===== src/rtl/pc_fetch_pkg.sv =====
// Shared types and constants for the PC fetch unit.
package pc_fetch_pkg;

   typedef enum logic [2:0] {
      IDLE = 3'd0,
      REQ  = 3'd1,
      WAIT = 3'd2,
      HOLD = 3'd3,
      TRAP = 3'd4
   } fetch_state_t;

   localparam logic [31:0] NOP_INSTR        = 32'h0000_0013;
   localparam logic [31:0] DEFAULT_RESET_PC = 32'h0000_0000;
   localparam int          DEFAULT_PC_STEP  = 32'd4;

   function automatic logic low_bits_set(input logic [1:0] addr_lsbs);
      return (addr_lsbs != 2'b00);
   endfunction

endpackage


===== src/rtl/pc_reg.sv =====
// Program counter register: async reset, load enable, optional forcing of the
// two address LSBs to zero on load.
module pc_reg #(
   parameter int               XLEN     = 32,
   parameter logic [XLEN-1:0]  RESET_PC = '0,
   parameter bit               MASK_LOW = 1'b1
) (
   input  logic            clk,
   input  logic            reset,
   input  logic            load,
   input  logic [XLEN-1:0] d,
   output logic [XLEN-1:0] q
);

   logic [XLEN-1:0] load_value;
   logic [XLEN-1:0] q_r;

   assign load_value = MASK_LOW ? {d[XLEN-1:2], 2'b00} : d;
   assign q          = q_r;

   // PC storage.
   always_ff @(posedge clk or posedge reset) begin
      if (reset) begin
         q_r <= RESET_PC;
      end else if (load) begin
         q_r <= load_value;
      end else begin
         q_r <= q_r;
      end
   end

endmodule


===== src/rtl/pc_fetch_unit.sv =====
// Fetch stage: PC register, instruction-memory request/response handshake and
// decode hand-off. Define PC_FETCH_MISALIGN_TRAP_EN to trap on misaligned targets.
module pc_fetch_unit
   import pc_fetch_pkg::*;
#(
   parameter int              XLEN     = 32,
   parameter logic [XLEN-1:0] RESET_PC = XLEN'(DEFAULT_RESET_PC),
   parameter int              PC_STEP  = DEFAULT_PC_STEP
) (
   input  logic            clk,
   input  logic            reset,
   input  logic [XLEN-1:0] pc_next_i,
   input  logic            redirect_i,
   input  logic            stall_i,
   output logic [XLEN-1:0] pc_o,
   output logic [XLEN-1:0] pc_plus_o,
   output logic            imem_req_o,
   output logic [XLEN-1:0] imem_addr_o,
   input  logic            imem_ready_i,
   input  logic            imem_rvalid_i,
   input  logic [XLEN-1:0] imem_rdata_i,
   output logic            instr_valid_o,
   output logic [XLEN-1:0] instr_o,
   output logic [XLEN-1:0] instr_pc_o,
`ifdef PC_FETCH_MISALIGN_TRAP_EN
   output logic            misalign_o,
`endif
   input  logic            dec_ready_i
);

   fetch_state_t    state_r, state_n;
   logic            req_r, req_n;
   logic            kill_r, kill_n;
   logic            valid_r, valid_n;
   logic [XLEN-1:0] instr_r, instr_n;
   logic [XLEN-1:0] instr_pc_r, instr_pc_n;
   logic [XLEN-1:0] pc;
   logic            pc_load;
   logic            handshake;

   assign handshake = req_r & imem_ready_i;

   pc_reg #(
      .XLEN     (XLEN),
      .RESET_PC (RESET_PC),
`ifdef PC_FETCH_MISALIGN_TRAP_EN
      .MASK_LOW (1'b0)
`else
      .MASK_LOW (1'b1)
`endif
   ) u_pc_reg (
      .clk   (clk),
      .reset (reset),
      .load  (pc_load),
      .d     (pc_next_i),
      .q     (pc)
   );

   assign pc_o          = pc;
   assign imem_addr_o   = pc;
   assign pc_plus_o     = pc + XLEN'(PC_STEP);
   assign imem_req_o    = req_r;
   assign instr_valid_o = valid_r;
   assign instr_o       = instr_r;
   assign instr_pc_o    = instr_pc_r;
`ifdef PC_FETCH_MISALIGN_TRAP_EN
   assign misalign_o    = (state_r == TRAP);
`endif

   // FSM state, request flag, squash flag and decode hold registers.
   always_ff @(posedge clk or posedge reset) begin
      if (reset) begin
         state_r    <= IDLE;
         req_r      <= 1'b0;
         kill_r     <= 1'b0;
         valid_r    <= 1'b0;
         instr_r    <= XLEN'(NOP_INSTR);
         instr_pc_r <= RESET_PC;
      end else begin
         state_r    <= state_n;
         req_r      <= req_n;
         kill_r     <= kill_n;
         valid_r    <= valid_n;
         instr_r    <= instr_n;
         instr_pc_r <= instr_pc_n;
      end
   end

   // Next-state, handshake and PC-load decisions; redirect outranks normal flow.
   always_comb begin
      state_n    = state_r;
      req_n      = req_r;
      kill_n     = kill_r;
      valid_n    = valid_r;
      instr_n    = instr_r;
      instr_pc_n = instr_pc_r;
      pc_load    = 1'b0;
      case (state_r)
         IDLE: begin
            pc_load = redirect_i;
            if (!stall_i) begin
               state_n = REQ;
               req_n   = 1'b1;
            end else begin
               state_n = IDLE;
            end
         end
         REQ: begin
            if (handshake) begin
               state_n = WAIT;
               req_n   = 1'b0;
               pc_load = redirect_i;
               kill_n  = redirect_i;
            end else if (redirect_i) begin
               // Request goes low for a cycle so its address never moves while valid.
               pc_load = 1'b1;
               req_n   = 1'b0;
            end else begin
               req_n   = req_r | ~stall_i;
            end
         end
         WAIT: begin
            if (imem_rvalid_i) begin
               kill_n = 1'b0;
               if (redirect_i || kill_r) begin
                  pc_load = redirect_i;
                  state_n = REQ;
                  req_n   = ~stall_i;
               end else begin
                  instr_n    = imem_rdata_i;
                  instr_pc_n = pc;
                  valid_n    = 1'b1;
                  state_n    = HOLD;
               end
            end else begin
               pc_load = redirect_i;
               kill_n  = kill_r | redirect_i;
            end
         end
         HOLD: begin
            if (redirect_i) begin
               pc_load = 1'b1;
               valid_n = 1'b0;
               state_n = REQ;
               req_n   = ~stall_i;
            end else if (dec_ready_i && !stall_i) begin
               pc_load = 1'b1;
               valid_n = 1'b0;
               state_n = REQ;
               req_n   = 1'b1;
            end else begin
               valid_n = 1'b1;
            end
         end
`ifdef PC_FETCH_MISALIGN_TRAP_EN
         TRAP: begin
            pc_load = redirect_i;
            if (redirect_i && !low_bits_set(pc_next_i[1:0])) begin
               state_n = REQ;
               req_n   = ~stall_i;
            end else begin
               state_n = TRAP;
               req_n   = 1'b0;
            end
         end
`endif
         default: begin
            state_n = IDLE;
            req_n   = 1'b0;
            kill_n  = 1'b0;
            valid_n = 1'b0;
         end
      endcase
`ifdef PC_FETCH_MISALIGN_TRAP_EN
      // Any load of a misaligned target parks the unit, whatever state it came from.
      if (pc_load && low_bits_set(pc_next_i[1:0])) begin
         state_n = TRAP;
         req_n   = 1'b0;
         kill_n  = 1'b0;
         valid_n = 1'b0;
      end else begin
         state_n = state_n;
      end
`endif
   end

endmodule


===== config.mk =====
export PLATFORM = sky130hd
export DESIGN_NAME = pc_fetch_unit
export DESIGN_NICKNAME = d
export VERILOG_FILES = /design/src/rtl/pc_fetch_pkg.sv /design/src/rtl/pc_reg.sv /design/src/rtl/pc_fetch_unit.sv
export SDC_FILE = /design/constraint.sdc
export NUM_CORES = 1
export LEC_CHECK = 0
export CORE_MARGIN = 2
export CORE_UTILIZATION = 41
export DETAILED_ROUTE_END_ITERATION = 8
export MAX_ROUTING_LAYER = met4
export PLACE_DENSITY = 0.84
export SYNTH_ARGS = -nofsm -noshare
export SYNTH_HDL_FRONTEND = slang
export SYNTH_SLANG_ARGS = --single-unit

===== constraint.sdc =====
create_clock -name clk -period 3.4 [get_ports clk]
set_input_delay 0.51 -clock clk [delete_from_list [all_inputs] [get_ports clk]]
set_output_delay 0.51 -clock clk [all_outputs]
set_load 0.02 [all_outputs]

==> results of run 1 <==
[power groups by stage]
stage | sequential (mW) | combinational (mW) | clock [mW]
after detailed placement | 2.32 | 4.59 | 0
after global placement | 2.29 | 4.52 | 0
after floorplan | 2.91 | 1.93 | 0
final | 2.32 | 4.56 | 1.01
after CTS | 2.32 | 4.61 | 1.04
after global routing | 2.41 | 4.79 | 1.09
[cell usage in the layout (no fill, tap or decap), types with 2 or more instances in the layout]
cell type,count
clkdlybuf4s50_1,222
dfrtp_1,93
mux2_2,81
xnor2_1,23
mux2_1,12
nand2_1,11
nand4_1,10
clkbuf_16,9
nand3_1,8
conb_1,8
buf_4,8
nor2_1,7
inv_1,6
and4_1,5
xor2_1,5
ha_1,5
a21oi_1,4
and3_1,4
nand2b_1,3
o21ai_0,3
dfstp_2,3
nor2b_1,2
mux2i_1,2
nand4b_1,2
a211oi_1,2
clkinvlp_4,2
clkinv_2,2
[routing by layer]
metal  GRT usage  vias up  part of all wire  wire, um
li1            -     1598                 -         -
met1       0.232     1761              0.40      4720
met2       0.335      144              0.52      6060
met3      0.0401       24             0.055       648
met4      0.0717        0             0.025       289
met5           -        -                 0         0
[cells by family after synthesis]
| family | Yosys count | share of synthesized area |
|---|---|---|
| compound gates | 14 | 0.0183 |
| xor+xnor | 28 | 0.0527 |
| fa+ha+maj | 5 | 0.0134 |
| buf+inv | 59 | 0.0842 |
| flops | 97 | 0.523 |
| mux | 95 | 0.229 |
| other cells | 1 | 0.000806 |
| simple gates | 60 | 0.0785 |
[repair_timing]
action,in CTS,in global routing
setup buffers,0,1
resized for setup,0,1
hold buffers,0,0
setup endpoints to repair,0,8
[final timing paths]
path	startpoint	endpoint	slack (ps)	cells after the start
setup / recovery	u_pc_reg.q[3]	pc_plus_o[28]	90	7
hold / removal	reset	state_r[0]	430	2
setup reg to reg	state_r[0]	u_pc_reg.q[27]	1270	7
hold reg to reg	instr_pc_o[2]	instr_pc_o[2]	490	1
max in group asynchronous	reset	u_pc_reg.q[2]	2200	3
min in group clk	instr_pc_o[2]	instr_pc_o[2]	490	1
[sequential cells by signal (all words and copies together), names as in the netlist]
register,count
instr_valid_o,1
u_pc_reg.q,30
instr_pc_o,30
kill_r,1
state_r,2
instr_o,32
imem_req_o,1
[cell type report]
cell class,count,area share
Tap cell,140,0.0247
Inverter,7,0.00405
Clock inverter,5,0.00775
Timing Repair Buffer,231,0.324
Multi-Input combinational cell,210,0.263
Sequential cell,97,0.342
Clock buffer,11,0.0342
[per-stage QoR]
stage / util / hold WS (ps) / instances / setup slack [ps] / area (um^2)
floorplan: - / 515 / 366 / 361 / 4680
global placement: 0.622 / 467 / 684 / 485 / 6800
detailed placement: 0.622 / 474 / 684 / 405 / 6800
CTS: 0.649 / 421 / 700 / 20.5 / 7100
global route: 0.650 / 432 / 701 / 3.54 / 7100
finish: 0.650 / 431 / 701 / 89.4 / 7100
==> metrics.md, run 1 <==
| Metric | Value |
|---|---|
| GPL Wtd Cong | roughly 0.81 |
| WL final | between 10 and 15 mm |
| # port buffers | 222 |
| Syn_area_per_cell | ~13 um^2 |
| Area Growth Syn to Fin | 52.7% |
| Post-detailed-route count of antenna-violating nets | 0 |
| Core box area | ~0.011 mm^2 |
| Row cnt | 38 |
| Worst setup EP type | output pin |
| Share of power burned in registers | 0.294 |
| Top FF cell, synth | dfrtp_1 |
| CP Data Arrival Time | between 2000 and 3000 ps |
| Worst Path Required | about 2900 ps |
| Cell accounting for the most synthesized area | dfrtp_1 |
| Top Ports | 233 |
| Die width | around 110 um |
| Slowest Stage Delay on Critical Path | 640 ps |
| Top cells by count, synth | 94 x dfrtp_1, 81 x mux2_2, 43 x buf_4, 23 x xnor2_1, 12 x mux2_1 |
| Design Power | between 7 and 8 mW |
| Number of CTS-inserted buffers | 9 |
| Power Density | approximately 1100 mW/mm^2 |
| Fill cells | 831 |
| Netlist Area Pre-Place | 0.00465 mm^2 |
| Wire per inst | 16.7 um |
| CTS sink cnt | 97 |
| Clock Path Buffers | 2 |
| Worst-margin pin slew | ~600 ps |
| Syn. warnings | 0 |
| 1st-pass router iterations | 4 |
| Root Buffer | clkbuf_16 |
| Drc violations | 0 |
| Post-synthesis sequential area ratio | 0.523 |
| Syn Inst Count | approximately 360 |
| Min cycle time layout | 3310 ps |
| P_leak | between 2 and 3 nW |
| Final Hold Viols | 0 |
| # setup viols final | 0 |
| Max-slew headroom | 0.597 |
| Register area | around 0.0024 mm^2 |
| Top-count cell post-synth | dfrtp_1 |
| Delay-heaviest family, CP | buffers and inverters |
| Buffers plus inverters on the worst setup path | 2 |
| Vias per cell | around 5.0 |
| DR iter-0 viols | around 210 |
| Cell variety after synth | 37 |
| Dpl hpwl | 8.55 mm |
| Gate power share | 0.578 |
| # Max-Cap Violations | 0 |
| Post-synth top area share | 0.506 |
| Reg clk slew, reported paths | ~70 ps |
| First-pass GRT wire length | approximately 19 mm |
| Max FO, Critical Path | 8 |
| Slowest library cell on the worst path | clkdlybuf4s50_1 |
| Outcome | finished, final reports clean |
| Die Ht | between 100 and 150 um |
| RSZ-0062 raised after global routing | no |
| Ys async rst share | 1.00 |
| Hold Path Class | input pin to async pin |
| Worst ir drop on vdd | ~550 uV |
| Die area | 0.0122 mm^2 |
| CTS tree | done |
| CP cell instances | ha_1, nand3_1, nor4_4, buf_4, nand4_1, xnor2_1, clkdlybuf4s50_1 |
| Total number of vias | roughly 3500 |
| Final worst-path cycle share | 0.974 |
| Crit path kind | flip-flop to output pin |
| Switching Fraction | 0.403 |
| Nets | 632 |
| Vias in the first global route | between 3000 and 4000 |
| Ranking of synthesized cells by area | dfrtp_1 51%, mux2_2 20%, buf_4 6.9% |
| Largest net degree at the start of global routing | 49 |
| Final Skew | around 9.5 ps |
| Number of synthesized flops with an enable pin | 0 |
| Antenna Cells | 0 |
| Psw | 3.18 mW |
| Global-route usage over all layers | 0.197 |
| H-tree levels | 3 |
| Fmax | approximately 0.3 GHz |
| Clock share of power | 0.128 |
| Max Slew Vio Count | 0 |
| Effective utilization at floorplan | 0.425 |
| Clk_lat worst skew | about 330 ps |
| Layout cell share with drive strength beyond 1 | 0.209 |
| Initial antenna violation count | 0 |
| Multi-input gate area | 0.00187 mm^2 |
| Worst setup SP type | flip-flop |
| Setup TNS | 0 ps |
| Int Pwr | 4.71 mW |
| #FFs+latches synth | slightly below 100 |
| GRT overflow | 0 |
(Power assumes the default switching activity.)
==> run 2, diff against run 1 <==
--- a/config.mk
+++ b/config.mk
@@ -6,10 +6,10 @@
 export NUM_CORES = 1
 export LEC_CHECK = 0
 export CORE_MARGIN = 2
-export CORE_UTILIZATION = 41
+export CORE_UTILIZATION = 40
 export DETAILED_ROUTE_END_ITERATION = 8
 export MAX_ROUTING_LAYER = met4
-export PLACE_DENSITY = 0.84
+export PLACE_DENSITY = 0.82
 export SYNTH_ARGS = -nofsm -noshare
 export SYNTH_HDL_FRONTEND = slang
 export SYNTH_SLANG_ARGS = --single-unit
==> metrics.md, run 2 (synthesized netlist as in run 1, its figures left out) <==
| Metric | Value |
|---|---|
| DR iter-0 viols | 155 (was 213) |
| Post-Place Worst Slack | 345 ps (was 405 ps) |
| Nets | 630 (was 632) |
| Max FO, Critical Path | 8 (unchanged) |
| Dpl hpwl | 8.46 mm (was 8.55 mm) |
| Clock Path Buffers | 2 (unchanged) |
| Final Hold Viols | 0 (unchanged) |
| Area Growth Syn to Fin | 52.3% (was 52.7%) |
| Final worst-path cycle share | 0.935 (was 0.974) |
| Layout cell share with drive strength beyond 1 | 0.208 (was 0.209) |
| Setup TNS | 0 ps (unchanged) |
| Fmax | 0.315 GHz (was 0.302 GHz) |
| Most frequent cells in the layout | 221 x clkdlybuf4s50_1, 93 x dfrtp_1, 81 x mux2_2 (was 222 x clkdlybuf4s50_1, 93 x dfrtp_1, 81 x mux2_2) |
| Buffers plus inverters on the worst setup path | 2 (unchanged) |
| Post-detailed-route count of antenna-violating nets | 0 (unchanged) |
| Worst Path Required | 2890 ps (about the same) |
| Cts hold-fix bufs | 0 (unchanged) |
| Die Ht | 112 um (was 111 um) |
| Outcome | finished, final reports clean (unchanged) |
| Final core occ | 0.623 (was 0.650) |
| Min cycle time layout | 3180 ps (was 3310 ps) |
| Antenna Cells | 0 (unchanged) |
| GPL Wtd Cong | 0.856 (was 0.813) |
| First-pass GRT wire length | 18.5 mm (was 19.0 mm) |
| Root Buffer | clkbuf_16 (unchanged) |
| Fill cells | 890 (was 831) |
| Reg clk slew, reported paths | 60 ps (was 70 ps) |
| Hold Path Class | flip-flop to flip-flop (was input pin to async pin) |
| CTS tree | done (unchanged) |
| Die area | 0.0125 mm^2 (was 0.0122 mm^2) |
| Crit path kind | flip-flop to output pin (unchanged) |
| Worst-margin pin slew | 597 ps (was 601 ps) |
| Dpl cells | 685 (was 684) |
| Final Skew | 6.78 ps (was 9.54 ps) |
| Die width | 112 um (was 111 um) |
| # port buffers | 222 (unchanged) |
| Power Density | 1100 mW/mm^2 (was 1110 mW/mm^2) |
| Vias per cell | 4.94 (was 5.03) |
| Largest net degree at the start of global routing | 52 (was 49) |
| Global-route usage over all layers | 0.189 (was 0.197) |
| Setup ws final | 222 ps (was 89.4 ps) |
| Vias in the first global route | 3541 (was 3617) |
| GRT overflow | 0 (unchanged) |
| Effective utilization at floorplan | 0.409 (was 0.425) |
| Total number of vias | 3468 (was 3527) |
| Worst ir drop on vdd | 530 uV (was 548 uV) |
| CP cell instances | ha_1, nand3_2, nor4_4, buf_4, nand4_1, xnor2_1, clkdlybuf4s50_1 (was ha_1, nand3_1, nor4_4, buf_4, nand4_1, xnor2_1, clkdlybuf4s50_1) |
| Worst setup SP type | flip-flop (unchanged) |
| Row cnt | 39 (was 38) |
| Layout Cells excl Fill | 702 (was 701) |
| Max Slew Vio Count | 0 (unchanged) |
| H-tree levels | 3 (unchanged) |
| P_leak | 2.91 nW (was 2.92 nW) |
| Design Power | 7.79 mW (was 7.89 mW) |
| Wire per inst | 16.3 um (was 16.7 um) |
| # Max-Cap Violations | 0 (unchanged) |
| Drc violations | 0 (unchanged) |
| Max-slew headroom | 0.602 (was 0.597) |
| Initial antenna violation count | 0 (unchanged) |
| Slowest Stage Delay on Critical Path | 620 ps (was 640 ps) |
| CP Data Arrival Time | 2670 ps (was 2800 ps) |
| WL final | 11.5 mm (was 11.7 mm) |
| Max reg flops | 32 (unchanged) |
| CTS sink cnt | 97 (unchanged) |
| Worst setup EP type | output pin (unchanged) |
| Top Ports | 233 (unchanged) |
| Slowest library cell on the worst path | clkdlybuf4s50_1 (unchanged) |
| Number of CTS-inserted buffers | 9 (unchanged) |
| Most common cell after layout, fill and taps aside | clkdlybuf4s50_1 (unchanged) |
| 1st-pass router iterations | 4 (unchanged) |
| Clk_lat worst skew | 330 ps (about the same) |
| Core box area | 0.0114 mm^2 (was 0.0109 mm^2) |
| RSZ-0062 raised after global routing | no (unchanged) |
| # setup viols final | 0 (unchanged) |
| Delay-heaviest family, CP | buffers and inverters (unchanged) |
-- run 2: cell types whose count changed in the layout (fill, tap and decap cells not counted) --
cell             change
bufinv_16            -1
clkinvlp_4           +4
nand3_1              -1
nor3_2               -1
clkbuf_8             -1
clkdlybuf4s50_1      -1
buf_4                -2
dlymetal6s2s_1       +1
clkinv_2             -2
nor3_4               +1
nand3_2              +1
-- run 2: path summary, 6_finish.rpt --
path                               start        endpoint  slack, ps  cells after the start
setup / recovery           u_pc_reg.q[3]   pc_plus_o[26]        220                      7
hold / removal               instr_o[16]     instr_o[16]        490                      1
max in group asynchronous          reset   u_pc_reg.q[2]       2090                      3
hold reg to reg              instr_o[16]     instr_o[16]        490                      1
min in group asynchronous          reset     instr_o[12]        600                      2
setup reg to reg              state_r[0]  u_pc_reg.q[26]       1240                      7
-- run 2: repair_timing --
item	in CTS	in global routing
endpoints found under the setup margin	1	6
gates resized for setup	0	4
hold endpoints to repair	0	0
setup buffers	1	0
pin swaps	1	0
cloned	0	0
-- run 2: final cells by class --
class	count	area [um^2]	area share
sequential	97	2430	0.343
clock inverter	6	45.0	0.00636
multi-input combinational	210	1880	0.265
tap	143	179	0.0253
timing repair buffer	229	2290	0.323
inverter	7	28.8	0.00406
clock buffer	10	229	0.0323
-- run 2: through the flow --
stage | hold WS (ps) | instance area [um^2]
after floorplan | 515 | 4680
after global placement | 467 | 6790
after detailed placement | 479 | 6790
after CTS | 495 | 7070
after global routing | 514 | 7080
final | 492 | 7080
-- run 2: routing by layer --
| metal | vias up | share of wire | track usage |
|---|---|---|---|
| li1 | 1594 | - | - |
| met1 | 1726 | 0.41 | 0.227 |
| met2 | 134 | 0.52 | 0.322 |
| met3 | 14 | 0.056 | 0.0359 |
| met4 | 0 | 0.015 | 0.0626 |
| met5 | - | 0 | - |
-- run 2: power breakdown --
part | leakage [nW] | internal (mW) | switching, mW | total, mW
registers | 1.16 | 1.74 | 0.582 | 2.33
logic | 1.63 | 2.37 | 2.16 | 4.54
clock network | 0.113 | 0.496 | 0.428 | 0.924
==> run 3, diff against run 2 <==
--- a/config.mk
+++ b/config.mk
@@ -7,6 +7,7 @@
 export LEC_CHECK = 0
 export CORE_MARGIN = 2
 export CORE_UTILIZATION = 40
+export CTS_CLUSTER_SIZE = 12
 export DETAILED_ROUTE_END_ITERATION = 8
 export MAX_ROUTING_LAYER = met4
 export PLACE_DENSITY = 0.82
==> results of run 3 <==
No change in the layout: final DEF, timing and power equal those of run 2.
